## src/rtl/usb_pkg.sv

```systemverilog
// Shared USB receive definitions: decoder states, PID codes and CRC16 helpers.
package usb_pkg;

  typedef enum logic [2:0] {
    IDLE,
    ARMED,
    RX_PID,
    RX_DATA,
    RX_HS,
    DRAIN
  } state_t;

  localparam logic [7:0] PID_DATA0 = 8'hC3;
  localparam logic [7:0] PID_DATA1 = 8'h4B;
  localparam logic [7:0] PID_ACK   = 8'hD2;
  localparam logic [7:0] PID_NAK   = 8'h5A;
  localparam logic [7:0] PID_STALL = 8'h1E;

  localparam logic [15:0] CRC16_INIT      = 16'hFFFF;
  localparam logic [15:0] CRC16_POLY_REFL = 16'hA001;
  localparam logic [15:0] CRC16_RESIDUAL  = 16'h800D;

  function automatic logic pid_ok(input logic [7:0] pid);
    return pid[7:4] == ~pid[3:0];
  endfunction

  // Register is kept LSB-first; the residual constant is in polynomial bit order.
  function automatic logic [15:0] bitrev16(input logic [15:0] v);
    logic [15:0] r;
    for (int i = 0; i < 16; i++) r[i] = v[15-i];
    return r;
  endfunction

  function automatic logic [15:0] crc16_byte(input logic [15:0] crc, input logic [7:0] d);
    logic [15:0] c;
    c = crc;
    for (int i = 0; i < 8; i++)
      c = (c[0] ^ d[i]) ? ((c >> 1) ^ CRC16_POLY_REFL) : (c >> 1);
    return c;
  endfunction

endpackage

```

## src/rtl/usb_rx_crc16.sv

```systemverilog
// Byte-wide reflected CRC16 (poly 0x8005) accumulator for received data packets.
module usb_rx_crc16
  import usb_pkg::*;
(
  input  logic        clk,
  input  logic        reset,
  input  logic        init,
  input  logic        enable,
  input  logic [7:0]  data_in,
  output logic [15:0] crc_out
);

  always_ff @(posedge clk or negedge reset) begin
    if (!reset)      crc_out <= CRC16_INIT;
    else if (init)   crc_out <= CRC16_INIT;
    else if (enable) crc_out <= crc16_byte(crc_out, data_in);
  end

endmodule

```

## src/rtl/usb_packet_decode.sv

```systemverilog
// UTMI receive-side decoder: waits for a DATA or handshake packet after a TX, checks PID/CRC,
// streams the payload to the RX FIFO and reports a one-cycle verdict.
module usb_packet_decode
  import usb_pkg::*;
#(
  parameter int unsigned TIMEOUT_CYCLES = 816,
  parameter int unsigned MAX_PAYLOAD    = 64
) (
  input  logic       clk,
  input  logic       reset,
  input  logic       rx_active,
  input  logic       rx_valid,
  input  logic       rx_error,
  input  logic [7:0] rx_data,
  input  logic       expect_data,
  input  logic       expect_hs,
  input  logic       data_toggle_exp,
  input  logic       rx_fifo_full,
  output logic       rx_wr_en,
  output logic [7:0] rx_wr_data,
  output logic       pkt_commit,
  output logic       pkt_drop,
  output logic       Ack,
  output logic       hs_ack,
  output logic       hs_nak,
  output logic       hs_stall,
  output logic       timeout,
  output logic       pkt_err,
  output logic [6:0] byte_count
);

  localparam int unsigned TW = $clog2(TIMEOUT_CYCLES + 1);

  state_t        state;
  logic          exp_data, exp_toggle, pid_toggle;
  logic          overflow, too_long, wrote, hs_extra;
  logic [TW-1:0] tcnt;
  logic [7:0]    hs_pid, dly0, dly1;
  logic [1:0]    fill;
  logic [15:0]   crc;
  logic          crc_init_c, crc_en_c, crc_ok_c, pid_data_c, pid_hs_c;

  always_comb begin
    crc_init_c = (state != RX_DATA);
    crc_en_c   = (state == RX_DATA) && rx_active && rx_valid && !rx_error;
    crc_ok_c   = (bitrev16(crc) == CRC16_RESIDUAL);
    pid_data_c = pid_ok(rx_data) && (rx_data == PID_DATA0 || rx_data == PID_DATA1);
    pid_hs_c   = pid_ok(rx_data) &&
                 (rx_data == PID_ACK || rx_data == PID_NAK || rx_data == PID_STALL);
  end

  usb_rx_crc16 u_crc (
    .clk     (clk),
    .reset   (reset),
    .init    (crc_init_c),
    .enable  (crc_en_c),
    .data_in (rx_data),
    .crc_out (crc)
  );

  always_ff @(posedge clk or negedge reset) begin
    if (!reset) begin
      state      <= IDLE;
      exp_data   <= 1'b0;
      exp_toggle <= 1'b0;
      pid_toggle <= 1'b0;
      overflow   <= 1'b0;
      too_long   <= 1'b0;
      wrote      <= 1'b0;
      hs_extra   <= 1'b0;
      tcnt       <= '0;
      hs_pid     <= '0;
      dly0       <= '0;
      dly1       <= '0;
      fill       <= '0;
      rx_wr_en   <= 1'b0;
      rx_wr_data <= '0;
      pkt_commit <= 1'b0;
      pkt_drop   <= 1'b0;
      Ack        <= 1'b0;
      hs_ack     <= 1'b0;
      hs_nak     <= 1'b0;
      hs_stall   <= 1'b0;
      timeout    <= 1'b0;
      pkt_err    <= 1'b0;
      byte_count <= '0;
    end else begin
      rx_wr_en   <= 1'b0;
      pkt_commit <= 1'b0;
      pkt_drop   <= 1'b0;
      Ack        <= 1'b0;
      hs_ack     <= 1'b0;
      hs_nak     <= 1'b0;
      hs_stall   <= 1'b0;
      timeout    <= 1'b0;
      pkt_err    <= 1'b0;
      case (state)
        IDLE: begin
          if (expect_data || expect_hs) begin
            state      <= ARMED;
            exp_data   <= expect_data;
            exp_toggle <= data_toggle_exp;
            tcnt       <= '0;
            byte_count <= '0;
            fill       <= '0;
            overflow   <= 1'b0;
            too_long   <= 1'b0;
            wrote      <= 1'b0;
            hs_extra   <= 1'b0;
          end
        end
        ARMED: begin
          if (rx_active) state <= RX_PID;
          else if (tcnt == TW'(TIMEOUT_CYCLES - 1)) begin
            timeout <= 1'b1;
            state   <= IDLE;
          end else tcnt <= tcnt + TW'(1);
        end
        RX_PID: begin
          if (rx_error || !rx_active) state <= DRAIN;
          else if (rx_valid) begin
            if (exp_data && pid_data_c) begin
              state      <= RX_DATA;
              pid_toggle <= (rx_data == PID_DATA1);
            end else if (!exp_data && pid_hs_c) begin
              state  <= RX_HS;
              hs_pid <= rx_data;
            end else state <= DRAIN;
          end
        end
        RX_DATA: begin
          if (rx_error) state <= DRAIN;
          else if (!rx_active) begin
            state <= IDLE;
            if (crc_ok_c && fill == 2'd2 && !overflow && !too_long) begin
              Ack <= 1'b1;
              if (pid_toggle == exp_toggle) pkt_commit <= 1'b1;
              else                          pkt_drop   <= 1'b1;
            end else begin
              pkt_drop <= 1'b1;
              pkt_err  <= 1'b1;
            end
          end else if (rx_valid) begin
            // Two-byte delay line: the last two bytes (CRC) never reach the FIFO.
            dly0 <= dly1;
            dly1 <= rx_data;
            if (fill == 2'd2) begin
              if (byte_count >= 7'(MAX_PAYLOAD)) too_long <= 1'b1;
              if (byte_count != 7'h7F) byte_count <= byte_count + 7'd1;
              if (rx_fifo_full) overflow <= 1'b1;
              else begin
                rx_wr_en   <= 1'b1;
                rx_wr_data <= dly0;
                wrote      <= 1'b1;
              end
            end else fill <= fill + 2'd1;
          end
        end
        RX_HS: begin
          if (rx_error) state <= DRAIN;
          else if (!rx_active) begin
            state <= IDLE;
            if (hs_extra) pkt_err <= 1'b1;
            else begin
              hs_ack   <= (hs_pid == PID_ACK);
              hs_nak   <= (hs_pid == PID_NAK);
              hs_stall <= (hs_pid == PID_STALL);
            end
          end else if (rx_valid) hs_extra <= 1'b1;
        end
        DRAIN: begin
          if (!rx_active) begin
            state    <= IDLE;
            pkt_err  <= 1'b1;
            pkt_drop <= wrote;
          end
        end
        default: state <= IDLE;
      endcase
    end
  end

endmodule

```

## config.mk

```make
export PLATFORM = sky130hd
export DESIGN_NAME = usb_packet_decode
export DESIGN_NICKNAME = d
export VERILOG_FILES = /design/src/rtl/usb_pkg.sv /design/src/rtl/usb_rx_crc16.sv /design/src/rtl/usb_packet_decode.sv
export SDC_FILE = /design/constraint.sdc
export NUM_CORES = 1
export LEC_CHECK = 0
export ABC_AREA = 1
export BUFFER_PORTS_ARGS = -buffer_cell sky130_fd_sc_hd__clkbuf_2
export CAP_MARGIN = 20
export CORE_ASPECT_RATIO = 0.8
export CORE_MARGIN = 2
export CORE_UTILIZATION = 66
export CTS_BUF_LIST = sky130_fd_sc_hd__clkbuf_4 sky130_fd_sc_hd__clkbuf_8
export CTS_CLUSTER_DIAMETER = 50
export DETAILED_ROUTE_END_ITERATION = 8
export PLACE_DENSITY = 0.92
export RECOVER_POWER = 100
export SETUP_SLACK_MARGIN = 0.4
export SLEW_MARGIN = 20
export SYNTH_ARGS = -nofsm -noshare
export SYNTH_HDL_FRONTEND = slang
export SYNTH_SLANG_ARGS = --single-unit
```

## constraint.sdc

```tcl
create_clock -name clk -period 5.83 [get_ports clk]
set_input_delay 0.8745 -clock clk [delete_from_list [all_inputs] [get_ports clk]]
set_output_delay 0.8745 -clock clk [all_outputs]
set_load 0.005 [all_outputs]
```

* After elaboration in Yosys (flattened, before gate mapping)
Cells that the tools add are included.
** Word-level totals
- Bits in latches :: 0
- Flip-flop bits (word level) :: 86
- Output and inout port bits :: 24
- Memories :: 0
- Bits in writable memories :: 0
- ROM bits :: 0
** Cells by class
- Multiplexer cells :: 104
- Add/subtract/negate cells :: 3
- Magnitude comparators :: 1
- Reduce and logical (&&, ||, !) cells :: 39
- Eq/ne operators :: 37
- Shifts and indexed selects :: 0
- Bitwise operators :: 21
- $mul :: 0
- Divide/modulo/power cells :: 0
** Operators with widths (count)
- two-way mux 16 bit :: 10
- two-way mux 1 bit :: 62
- two-way mux 7 bit :: 6
- two-way mux 10 bit :: 3
- AND reduction 7 bit :: 4
- equality test 8 x 7 -> 1 bit (second input constant) :: 3
- equality test 8 bit (second input constant) :: 3
- two-way mux 3 bit :: 8
- inequality test 2 bit (second input constant) :: 12
- NOT 2 -> 3 bit :: 8
- case mux 10 bit (2 select lines) :: 1
- equality test 16 bit (second input constant) :: 1
- equality test 8 x 5 -> 1 bit (second input constant) :: 2
- case mux 3 bit (5 select lines) :: 1
- case mux 7 bit (2 select lines) :: 1
- AND reduction 4 bit :: 3
- AND reduction 6 bit :: 2
- adder 10 x 1 -> 10 bit (second input constant) :: 1
- equality test 10 bit (second input constant) :: 1
- logical AND 1 bit :: 10
- two-way mux 2 bit :: 5
- case mux 1 bit (2 select lines) :: 5
- AND reduction 5 bit :: 2
- nonzero test 2 bit :: 4
- 24 further kinds :: 47

* Logic depth before layout (Yosys ltp)
Gate-level depths: netlist of run 1.
- Depth in word-level cells :: 18
- Gate-level depth with buffers :: 17
- Mapped depth without buffers :: 17

* By module
A second synthesis of run 1 with hierarchy kept.
** Unflattened totals
- Cells, all modules :: 564
- Area total of the unflattened synthesis :: 4596.9 sq um
** By module, submodules not included
- usb_packet_decode :: area each 3504.6 sq um, times used 1, cells an instance 445, seq. area each 1751.7 sq um
- usb_rx_crc16 :: area each 1092.3 sq um, times used 1, cells an instance 119, seq. area each 420.4 sq um

* Worst setup path before layout of run 1
No wires, ideal clock.
- Path kind :: input port to flip-flop
- Start point :: input port rx_data[2]
- End point :: register u_crc.crc_out[0]
- Stages on the path :: 14
- Arrival time :: 2.190 ns
- Slack :: 3.567 ns
- Path buffers :: 0
- Data required time :: 5.758 ns
- Cells stage by stage :: xnor2_1 -> nand3_1 -> nand2_2 -> nand2_1 -> nand3_2 -> nand2_2 -> nand2_1 -> nand3_2 -> nand2_1 -> nand2_1 -> nand3_1 -> nand3_1 -> nand2_1 -> inv_1
** Between the ends
- Cells in the longest elaborated chain, start to end :: 14
** RTL lines
- start: declaration :: line usb_packet_decode.sv:14 : input logic [7:0] rx_data,
- XOR 1 bit :: line usb_pkg.sv:38 : c = (c[0] ^ d[i]) ? ((c >> 1) ^ CRC16_POLY_REFL) : (c >> 1);
- two-way mux 16 bit :: line usb_pkg.sv:38
- XOR 1 bit :: line usb_pkg.sv:38
- two-way mux 16 bit :: line usb_pkg.sv:38
- XOR 1 bit :: line usb_pkg.sv:38
- two-way mux 16 bit :: line usb_pkg.sv:38
- XOR 1 bit :: line usb_pkg.sv:38
- two-way mux 16 bit :: line usb_pkg.sv:38
- XOR 1 bit :: line usb_pkg.sv:38
- two-way mux 16 bit :: line usb_pkg.sv:38
- XOR 1 bit :: line usb_pkg.sv:38
- two-way mux 16 bit :: line usb_pkg.sv:38
- two-way mux 16 bit :: line usb_rx_crc16.sv:16 : else if (enable) crc_out <= crc16_byte(crc_out, data_in);
- two-way mux 16 bit :: line usb_rx_crc16.sv:15 : else if (init) crc_out <= CRC16_INIT;
- end signal: assignment :: line usb_rx_crc16.sv:16
- end: declaration :: line usb_rx_crc16.sv:10 : output logic [15:0] crc_out
Every way passes these cells. The select of a mux whose other input is x is not followed.
A chain may end at the register's enable or synchronous reset.

* Worst setup path after layout of run 1
- Start point :: register state[2]
- End point :: register byte_count[5]
** Between the ends
- Cells in the longest elaborated chain, start to end :: 3
** RTL lines
- start: declaration :: line usb_packet_decode.sv:34 : state_t state;
- start signal: assignment :: line usb_packet_decode.sv:63 : state <= IDLE;
- start signal: assignment :: line usb_packet_decode.sv:100 : state <= ARMED;
- start signal: assignment :: line usb_packet_decode.sv:113 : if (rx_active) state <= RX_PID;
- equality test 3 x 2 -> 1 bit or logical NOT 3 bit (tied branches) :: line usb_packet_decode.sv:97 : case (state)
- inequality test 2 x 1 -> 1 bit (no line), or another cell as far along
- AND reduction 7 bit (no line)
- end signal: assignment :: line usb_packet_decode.sv:149 : if (byte_count != 7'h7F) byte_count <= byte_count + 7'd1;
- end: declaration :: line usb_packet_decode.sv:29 : output logic [6:0] byte_count
Parallel ways exist; a longest one is shown, timed or not.

==> results of run 1 <==
-- final timing paths --
kind	endpoint	slack (ps)	depth (start not counted)
max in group asynchronous	fill[0]$_DFFE_PN0P_	4770	1
min in group asynchronous	rx_wr_data[1]$_DFFE_PN0P_	530	1
worst max register to register	byte_count[5]$_DFFE_PN0P_	1960	12
worst max-delay path	byte_count[5]$_DFFE_PN0P_	1960	12
worst min-delay path	hs_pid[4]$_DFFE_PN0P_	470	2
worst min register to register	hs_pid[4]$_DFFE_PN0P_	470	2
-- layout make-up --
class	instances	area, µm²
clock buffers	9	123.9
clock inverters	7	101.3
well taps	81	101.3
inverters	81	309.0
flip-flops and latches	86	2172
repair buffers	40	187.7
multi-input cells	319	1612
fillers	424	1399
-- layer usage --
metal | up-vias | track usage (%) | wire length [µm]
met5 | - | 0 | 0
met4 | 0 | 12.91 | 229
met3 | 26 | 5.606 | 618
met2 | 155 | 47.99 | 4316
met1 | 1641 | 35.54 | 3900
li1 | 1671 | - | -
-- registers in the layout, indices dropped and copies added (netlist names), 2 cells and up --
name and flops:
hs_pid 8, byte_count 7, rx_wr_data 8, dly1 8, dly0 8, state 3, u_crc.crc_out 16, fill 2
tcnt 10
-- cells in the final DEF (no fill, tap or decap), types with 6 or more instances in the layout --
cell / netlist / layout
nand2_1: 127 / 129
inv_1: 70 / 72
dfrtp_1: 70 / 70
o21ai_0: 31 / 32
nand3_1: 26 / 26
nor2_1: 24 / 25
a21oi_1: 23 / 24
clkbuf_2: 0 / 24
nor3_1: 16 / 18
dfstp_2: 16 / 16
clkbuf_1: 6 / 15
clkbuf_8: 0 / 9
nor4_1: 8 / 8
xor2_1: 8 / 8
nand4_1: 7 / 7
xnor2_1: 6 / 6
-- power groups by stage --
stage          Combinational (mW)  Sequential (mW)  Clock (mW)
2_1_floorplan               0.273            0.729           0
3_5_place_dp                0.363            0.742           0
6_report                    0.355            0.732       0.472
5_1_grt                     0.405            0.742       0.498
3_3_place_gp                0.347            0.739           0
4_1_cts                     0.369            0.731       0.478
-- stage by stage --
| step | setup slack [ps] | total power, mW | hold WS (ps) |
|---|---|---|---|
| floorplan | 3567 | 1.002 | 422.3 |
| global placement | 3124 | 1.086 | 436.7 |
| detailed placement | 3045 | 1.105 | 453.2 |
| CTS | 3426 | 1.578 | 474.8 |
| global route | 1624 | 1.645 | 496.2 |
| finish | 1957 | 1.560 | 472.4 |
-- worst max-delay path, cell delays in order, from the launching register on --
cell and delay, ps:
dfrtp_1 460, nor3_1 850, clkinvlp_2 710, nor2_8 400, inv_4 190, nor2_1 270
inv_1 140, nand2_2 70, nand2_1 110, clkinvlp_2 160, nand2_1 120, nor3_1 200
nor3b_2 70
-- logic make-up (layout without fill, tap and decap cells) --
kind of cell	after synthesis	count (layout)	share of synthesized area (%)
AOI/OAI and AO/OA	72	72	9.673
xor gates and xnor gates	14	14	2.944
adders and majority gates	3	3	0.9013
buffers and inverters	88	137	8.080
DFF	86	86	52.15
muxes	1	1	0.2703
and+or+nand+nor	229	229	25.98
==> flow_summary.toml, run 1 <==
[outcome]
status = "finished clean"

[route]
vias_per_cell = 5.607
vias = 3493
antenna_left = 0
routed_wl_um = 9064
drc = 0
wire_per_inst_um = 14.55
initialDrtViolationCount = 255
firstDrtPassIters = 5

[floorplan]
floorplan.die.width_um = 92.82
initial_core_util_pct = 69.35
die_area_mm2 = 0.006967
core_mm2 = 0.006006
die_height_um = 75.06
placementRows = 25
ios = 41

[yosys]
ys_ff_latch = 86
synthFlopType = "dfrtp_1"
synthTopCellsByCount = "nand2_1, dfrtp_1, inv_1, o21ai_0, nand3_1"
syn-num-nets = 513
synth_top_cell_area_share_pct = 42.05
syn_inst = 493
synth_cell_types = 42
yosysTopAreaCell = "dfrtp_1"
synth_edf_count = 0
ys_seq_area_share_pct = 52.15
synth_area_leaders = "dfrtp_1, nand2_1, dfstp_2"
ys_async_sr_fraction_pct = 100.0
yosys_warnings = 0
syn_area_mm2 = 0.004165
synth_most_common_cell = "nand2_1"
syn-mean-instance-area_um2 = 8.449

[worst_setup_path]
critPathLaunchType = "flip-flop"
worstSetupPathType = "reg2reg"
required_ps = 6070
reg2reg_from = "state[2]$_DFFE_PN0P_"
startpoint = "state[2]$_DFFE_PN0P_"
crit_arrival_ps = 4110
endpoint_kind = "flip-flop"
crit_fanout = 33

[clock_network]
cts_tree = "done"
cts_buffer_depth = 2
clock_latency_ps = 360
postCtsHoldBufs = 0
ctsResizeCount = 0
postCtsSetupBuffers = 0
cts_buffers = 9
cts_num_sinks = 86
htreeDepth = 3
path_clk_slew_ps = 90
clockRootBuffer = "clkbuf_8"

[power_and_ir_drop]
power.density_mw_per_mm2 = 338.5
vdd_ir_drop_max_v = 0.0002410
p_int_mw = 1.033
pwr-share-clk_pct = 30.3
p_comb_share_pct = 22.8
swShare_pct = 33.75
p_leak_nw = 2.292
seq_power_share_pct = 47.0
switching_power_mw = 0.5264

[global_routing]
grt_overflow = 0
grt_pass1_vias = 3429
grt_pass1_wl_um = 15250
grt_max_degree = 87
grt_use_total_pct = 28.10
grt_antenna_before_repair = 0

[cells_and_area]
fin_area_mm2 = 0.004607
fin_nets = 557
diodes = 0
final_util_pct = 76.71
area_delta_synth_final_pct = 10.60
finalNonFillerCells = 623
drive_gt1_share_pct = 14.58

[timing]
finalMaxSlewViolations = 0
tns_ps = 0
min_period_over_period_pct = 66.43
setup_viol = 0
rsz0062_at_grt = "no"
slew-limit-headroom_pct = 21.08
fin_worst_skew_ps = 10.22
period_needed_ps = 3873
final_hold_viol_count = 0
max_freq_mhz = 258.2
worst_slew_pin_slew_ps = 1171

[worst_hold_path]
hp-class = "reg2reg"
min_from = "hs_pid[4]$_DFFE_PN0P_"

[place]
dp_hpwl_um = 6362
placed_area_mm2 = 0.004443
dp.cells = 607
port-buffer-count = 40
place_congestion = 0.9113

[run]
maxCapViolations = 0
(Power assumes the default switching activity.)
==> inputs of run 2 (changes only) <==
--- a/config.mk
+++ b/config.mk
@@ -10,11 +10,11 @@
 export CAP_MARGIN = 20
 export CORE_ASPECT_RATIO = 0.8
 export CORE_MARGIN = 2
-export CORE_UTILIZATION = 66
+export CORE_UTILIZATION = 61
 export CTS_BUF_LIST = sky130_fd_sc_hd__clkbuf_4 sky130_fd_sc_hd__clkbuf_8
 export CTS_CLUSTER_DIAMETER = 50
 export DETAILED_ROUTE_END_ITERATION = 8
-export PLACE_DENSITY = 0.92
+export PLACE_DENSITY = 0.86
 export RECOVER_POWER = 100
 export SETUP_SLACK_MARGIN = 0.4
 export SLEW_MARGIN = 20
==> constraint.sdc (replaced) <==
create_clock -name clk -period 3.8 [get_ports clk]
set_input_delay 0.57 -clock clk [delete_from_list [all_inputs] [get_ports clk]]
set_output_delay 0.57 -clock clk [all_outputs]
set_load 0.005 [all_outputs]
==> flow_summary.toml, run 2 (same netlist as run 1, synthesis figures left out) <==
[cells_and_area]
diodes = 0
drive_gt1_share_pct = 14.58
final_common_cell = "nand2_1"
multi_input_area_mm2 = 0.001637
ff_latch_area_mm2 = 0.002172
largest_reg_flops = 16
top_register = "u_crc.crc_out"
final_cell_mix = "nand2_1, inv_1, dfrtp_1"
fin_nets = 557
top_regs = "u_crc.crc_out: 16 flops, tcnt: 10 flops"
fillCellCount = 499
fin_area_mm2 = 0.004606
area_delta_synth_final_pct = 10.57

[worst_setup_path]
crit_family = "simple AND/OR/NAND/NOR gates"
cp_cell_sequence = "nor3_4 -> clkinvlp_2 -> nor2_8 -> inv_4 -> nor2_8 -> inv_2 -> nand2_1 -> nand2_2 -> clkinvlp_2 -> nand2_2 -> nor3_1 -> nor3b_2"
critPathLaunchType = "flip-flop"
crit_fanout = 33
worst-path-buf-inv = 4
reg2reg_to = "byte_count[5]$_DFFE_PN0P_"
crit_arrival_ps = 3210
max_stage_delay_ps = 470
endpoint_kind = "flip-flop"
ff2ff_path_depth = 12
worstSetupPathType = "reg2reg"
required_ps = 4030
reg2reg_from = "state[2]$_DFFE_PN0P_"
crit_slowest_cell = "dfrtp_1"
r2r_slack_ps = 820

[floorplan]
floorplan.die.width_um = 96.39
placementRows = 26
die_height_um = 77.91
ios = 41
initial_core_util_pct = 64.02
die_area_mm2 = 0.007509
core_mm2 = 0.006506

[global_routing]
grt_pass1_wl_um = 15180
grt_max_degree = 87
grt_pass1_vias = 3285
grt_antenna_before_repair = 0
grt_use_total_pct = 26.50
grt_overflow = 0

[route]
firstDrtPassIters = 5
routed_wl_um = 9251
drc = 0
antenna_left = 0
wire_per_inst_um = 14.78
initialDrtViolationCount = 222
vias_per_cell = 5.521
vias = 3456

[outcome]
violations = "max-capacitance violations, max-slew violations"
status = "finished, violations left"

[clock_network]
cts_num_sinks = 86
ctsResizeCount = 0
cts_buffer_depth = 2
htreeDepth = 3
postCtsHoldBufs = 0
clock_latency_ps = 360
path_clk_slew_ps = 90
cts_tree = "done"
clockRootBuffer = "clkbuf_8"
cts_buffers = 9
postCtsSetupBuffers = 0

[timing]
period_needed_ps = 2979
slew-limit-headroom_pct = -36.85
worst_slew_pin_slew_ps = 2053
tns_ps = 0
fin_worst_skew_ps = 7.271
rsz0062_at_grt = "no"
min_period_over_period_pct = 78.40
finalMaxSlewViolations = 87
max_freq_mhz = 335.7
final_hold_viol_count = 0
setup_viol = 0

[worst_hold_path]
min_to = "exp_toggle$_DFFE_PN0P_"
min_path_cells = 3
min_from = "data_toggle_exp"
hp-class = "in2reg"

[power_and_ir_drop]
vdd_ir_drop_max_v = 0.0002421
p_leak_nw = 2.303
power.density_mw_per_mm2 = 511.9

[place]
placed_area_mm2 = 0.004447
port-buffer-count = 40
dp_hpwl_um = 6694
place_congestion = 0.9048

[run]
maxCapViolations = 1
[run 2: cell count changes in the layout (fill, tap and decap cells not counted)]
| cell | previous run | this run |
|---|---|---|
| clkbuf_1 | 15 | 16 |
| clkinv_4 | 0 | 1 |
| inv_1 | 72 | 71 |
| nor3_1 | 18 | 17 |
| buf_1 | 0 | 1 |
| nor2_8 | 1 | 2 |
| nand2_1 | 129 | 130 |
| bufinv_16 | 2 | 1 |
| nand2_2 | 3 | 2 |
| nor3_4 | 0 | 1 |
| buf_6 | 1 | 0 |
| nor2_1 | 25 | 24 |
| inv_2 | 5 | 6 |
| clkbuf_2 | 24 | 23 |
[run 2: power breakdown]
group	internal, mW	leakage [nW]	total, mW	switching, mW
clock	0.313	0.102	0.661	0.349
combinational	0.166	1.09	0.568	0.401
sequential	1.04	1.12	1.13	0.0861
[run 2: worst min-delay path: stages]
cell and delay, ps:
clkbuf_2 80, nand2_1 40, nand2_1 40
[run 2: per-stage QoR]
stage	power [mW]	setup slack (ps)	hold WS [ps]	util (%)	instances
4_1_cts	2.383	1358	397.3	71.48	626
5_1_grt	2.496	592.9	400.6	70.79	626
3_5_place_dp	1.719	1245	451.0	68.35	610
3_3_place_gp	1.677	1402	444.9	68.35	610
2_1_floorplan	1.537	1842	274.4	-	493
6_report	2.358	820.7	403.5	70.79	626
[run 2: worst max path at each step]
stage,from,endpoint,cells after the start
detailed placement,rx_active,byte_count[5]$_DFFE_PN0P_,16
CTS,state[2]$_DFFE_PN0P_,byte_count[5]$_DFFE_PN0P_,12
floorplan,rx_data[2],u_crc.crc_out[0]$_DFFE_PN1P_,14
global route,state[2]$_DFFE_PN0P_,byte_count[5]$_DFFE_PN0P_,12
finish,state[2]$_DFFE_PN0P_,byte_count[5]$_DFFE_PN0P_,12
global placement,rx_active,byte_count[5]$_DFFE_PN0P_,16
[run 2: layer usage]
metal	track usage [%]	vias to the layer above	wire, µm
met5	0	-	0
li1	-	1690	-
met2	42.01	110	4452
met4	8.028	0	153
met1	35.26	1633	4103
met3	7.864	23	542
[run 2: layout make-up]
cell class	instances	share of cell area, %
Sequential cell	86	47.16
Multi-Input combinational cell	319	35.53
Inverter	81	6.710
Timing Repair Buffer	40	3.885
Clock buffer	9	2.689
Tap cell	84	2.282
Clock inverter	7	1.739
==> inputs of run 3 (changes only) <==
--- a/config.mk
+++ b/config.mk
@@ -10,11 +10,11 @@
 export CAP_MARGIN = 20
 export CORE_ASPECT_RATIO = 0.8
 export CORE_MARGIN = 2
-export CORE_UTILIZATION = 61
+export CORE_UTILIZATION = 55
 export CTS_BUF_LIST = sky130_fd_sc_hd__clkbuf_4 sky130_fd_sc_hd__clkbuf_8
 export CTS_CLUSTER_DIAMETER = 50
 export DETAILED_ROUTE_END_ITERATION = 8
-export PLACE_DENSITY = 0.86
+export PLACE_DENSITY = 0.82
 export RECOVER_POWER = 100
 export SETUP_SLACK_MARGIN = 0.4
 export SLEW_MARGIN = 20
==> constraint.sdc (replaced) <==
create_clock -name clk -period 2.74 [get_ports clk]
set_input_delay 0.411 -clock clk [delete_from_list [all_inputs] [get_ports clk]]
set_output_delay 0.411 -clock clk [all_outputs]
set_load 0.005 [all_outputs]
==> flow_summary.toml, run 3 (same netlist as run 1, synthesis figures left out) <==
[clock_network]
cts_tree = "done"
cts_num_sinks = 86
cts_buffers = 9
postCtsHoldBufs = 0
htreeDepth = 3
path_clk_slew_ps = 80
clock_latency_ps = 360
clockRootBuffer = "clkbuf_8"
cts_buffer_depth = 2

[floorplan]
die_height_um = 81.84
ios = 41
placementRows = 28
initial_core_util_pct = 56.62
floorplan.die.width_um = 101.3
die_area_mm2 = 0.008289
core_mm2 = 0.007357

[timing]
min_period_over_period_pct = 85.98
max_freq_mhz = 424.5
fin_worst_skew_ps = 10.53
final_hold_viol_count = 0
tns_ps = 0
setup_viol = 0
worst_slew_pin_slew_ps = 1830
rsz0062_at_grt = "no"
slew-limit-headroom_pct = -22.01
finalMaxSlewViolations = 77
period_needed_ps = 2356

[worst_setup_path]
startpoint = "u_crc.crc_out[1]$_DFFE_PN1P_"
cp_common_cell = "nand2_1"
max_stage_delay_ps = 560
r2r_slack_ps = 380
endpoint_kind = "flip-flop"
crit_slowest_cell = "dfstp_2"
required_ps = 3030
reg2reg_to = "u_crc.crc_out[0]$_DFFE_PN1P_"
crit_fanout = 5
worstSetupPathType = "reg2reg"
ff2ff_path_depth = 17
crit_arrival_ps = 2650
cp_cell_sequence = "inv_1 -> nand2_1 -> nand2_1 -> nand2_1 -> nand3_1 -> nand2_1 -> nand2_1 -> nand3_1 -> nand2_2 -> nand2_1 -> nand3_4 -> nand2_1 -> nand2_1 -> nand3_1 -> nand3_1 -> nand2_1 -> inv_1"
reg2reg_from = "u_crc.crc_out[1]$_DFFE_PN1P_"
critPathLaunchType = "flip-flop"

[worst_hold_path]
min_from = "data_toggle_exp"
min_to = "exp_toggle$_DFFE_PN0P_"
hp-class = "in2reg"
min_path_cells = 3

[route]
antenna_left = 0
vias_per_cell = 5.498
drc = 0
wire_per_inst_um = 14.42
firstDrtPassIters = 6
routed_wl_um = 9213
initialDrtViolationCount = 180
vias = 3513

[global_routing]
grt_max_degree = 77
grt_use_met3_pct = 6.723
grt_overflow = 0
top_usage_layer = "met2"
grt_antenna_before_repair = 0
grt_pass1_wl_um = 15430
use_met2_pct = 38.94
grt_use_total_pct = 23.98
grt_pass1_vias = 3290
gr-usage-met1_pct = 31.72

[cells_and_area]
fin_nets = 564
ff_latch_area_mm2 = 0.002172
area_delta_synth_final_pct = 13.01
final_cell_mix = "nand2_1, inv_1, dfrtp_1"
multi_input_area_mm2 = 0.001653
drive_gt1_share_pct = 15.85
final_common_cell = "nand2_1"
fin_area_mm2 = 0.004707
largest_reg_flops = 16
top_regs = "u_crc.crc_out: 16 flops, tcnt: 10 flops"
top_register = "u_crc.crc_out"
fillCellCount = 629
diodes = 0

[place]
placed_area_mm2 = 0.004484
dp_hpwl_um = 6435
port-buffer-count = 40
place_congestion = 0.9515

[power_and_ir_drop]
pwr-share-clk_pct = 30.4
swShare_pct = 33.48
p_int_mw = 2.271
p_comb_share_pct = 24.1
vdd_ir_drop_max_v = 0.0002963
power.density_mw_per_mm2 = 725.2
switching_power_mw = 1.143
p_leak_nw = 2.361
total_power_mw = 3.414
seq_power_share_pct = 45.6

[outcome]
status = "finished, violations left"
violations = "max-capacitance violations, max-slew violations"

[run]
maxCapViolations = 1
## run 3: cell count changes in the layout (fill, tap and decap cells not counted), moves of 2 or more
cell / before / now
nand3_4: 0 / 2
nand2_1: 130 / 127
clkbuf_2: 23 / 25
nand3_2: 3 / 1
nand2_2: 2 / 5
buf_4: 0 / 4
clkbuf_1: 16 / 18
clkinvlp_2: 2 / 0
## run 3: worst max-delay path by stage
| stage | depth (start not counted) | end | slack [ps] |
|---|---|---|---|
| 6_report | 17 | u_crc.crc_out[0]$_DFFE_PN1P_ | 380 |
| 3_5_place_dp | 16 | byte_count[5]$_DFFE_PN0P_ | 380 |
| 3_3_place_gp | 16 | byte_count[5]$_DFFE_PN0P_ | 510 |
| 4_1_cts | 17 | u_crc.crc_out[0]$_DFFE_PN1P_ | 480 |
| 5_1_grt | 13 | byte_count[5]$_DFFE_PN0P_ | 210 |
| 2_1_floorplan | 17 | u_crc.crc_out[0]$_DFFE_PN1P_ | 840 |
## run 3: per-stage QoR
| stage | setup slack (ps) | hold slack (ps) | cells | utilization (%) |
|---|---|---|---|---|
| 6_report | 384.1 | 254.1 | 639 | 63.98 |
| 3_5_place_dp | 383.9 | 447.3 | 620 | 60.95 |
| 3_3_place_gp | 513.2 | 438.2 | 620 | 60.95 |
| 4_1_cts | 476.2 | 227.6 | 636 | 64.13 |
| 5_1_grt | 206.1 | 257.7 | 639 | 63.98 |
| 2_1_floorplan | 843.3 | 115.4 | 493 | - |
## run 3: routing by layer
metal	part of all wire, %	routed length (µm)	vias up
met5	0	0	-
met4	1.7	154	0
met3	6.1	563	19
met2	47	4373	131
met1	45	4121	1663
li1	-	-	1700
## run 3: critical path: cells and delay by family, from the launching register on
kind | cells | cell delay, ps
and+or+nand+nor | 15 | 1620
DFF | 1 | 560
buffers and inverters | 2 | 110
## run 3: power groups by stage
stage	Combinational (mW)	Sequential, mW	Clock, mW
after floorplan	0.580	1.55	0
after global placement	0.775	1.57	0
after detailed placement	0.808	1.58	0
after CTS	0.822	1.56	1.05
after global routing	0.954	1.58	1.11
final	0.821	1.56	1.04
## run 3: area by class of cell
type | instances | area share (%)
clock buffer | 11 | 3.083
sequential | 86 | 46.15
tap | 90 | 2.392
timing repair buffer | 47 | 4.732
multi-input combinational | 319 | 35.11
clock inverter | 5 | 1.887
inverter | 81 | 6.645
## run 3: repair_timing
| item | 4_1_cts | 5_1_grt |
|---|---|---|
| setup endpoints to repair | 0 | 5 |
| resized for setup | 0 | 7 |
| setup buffers | 0 | 3 |
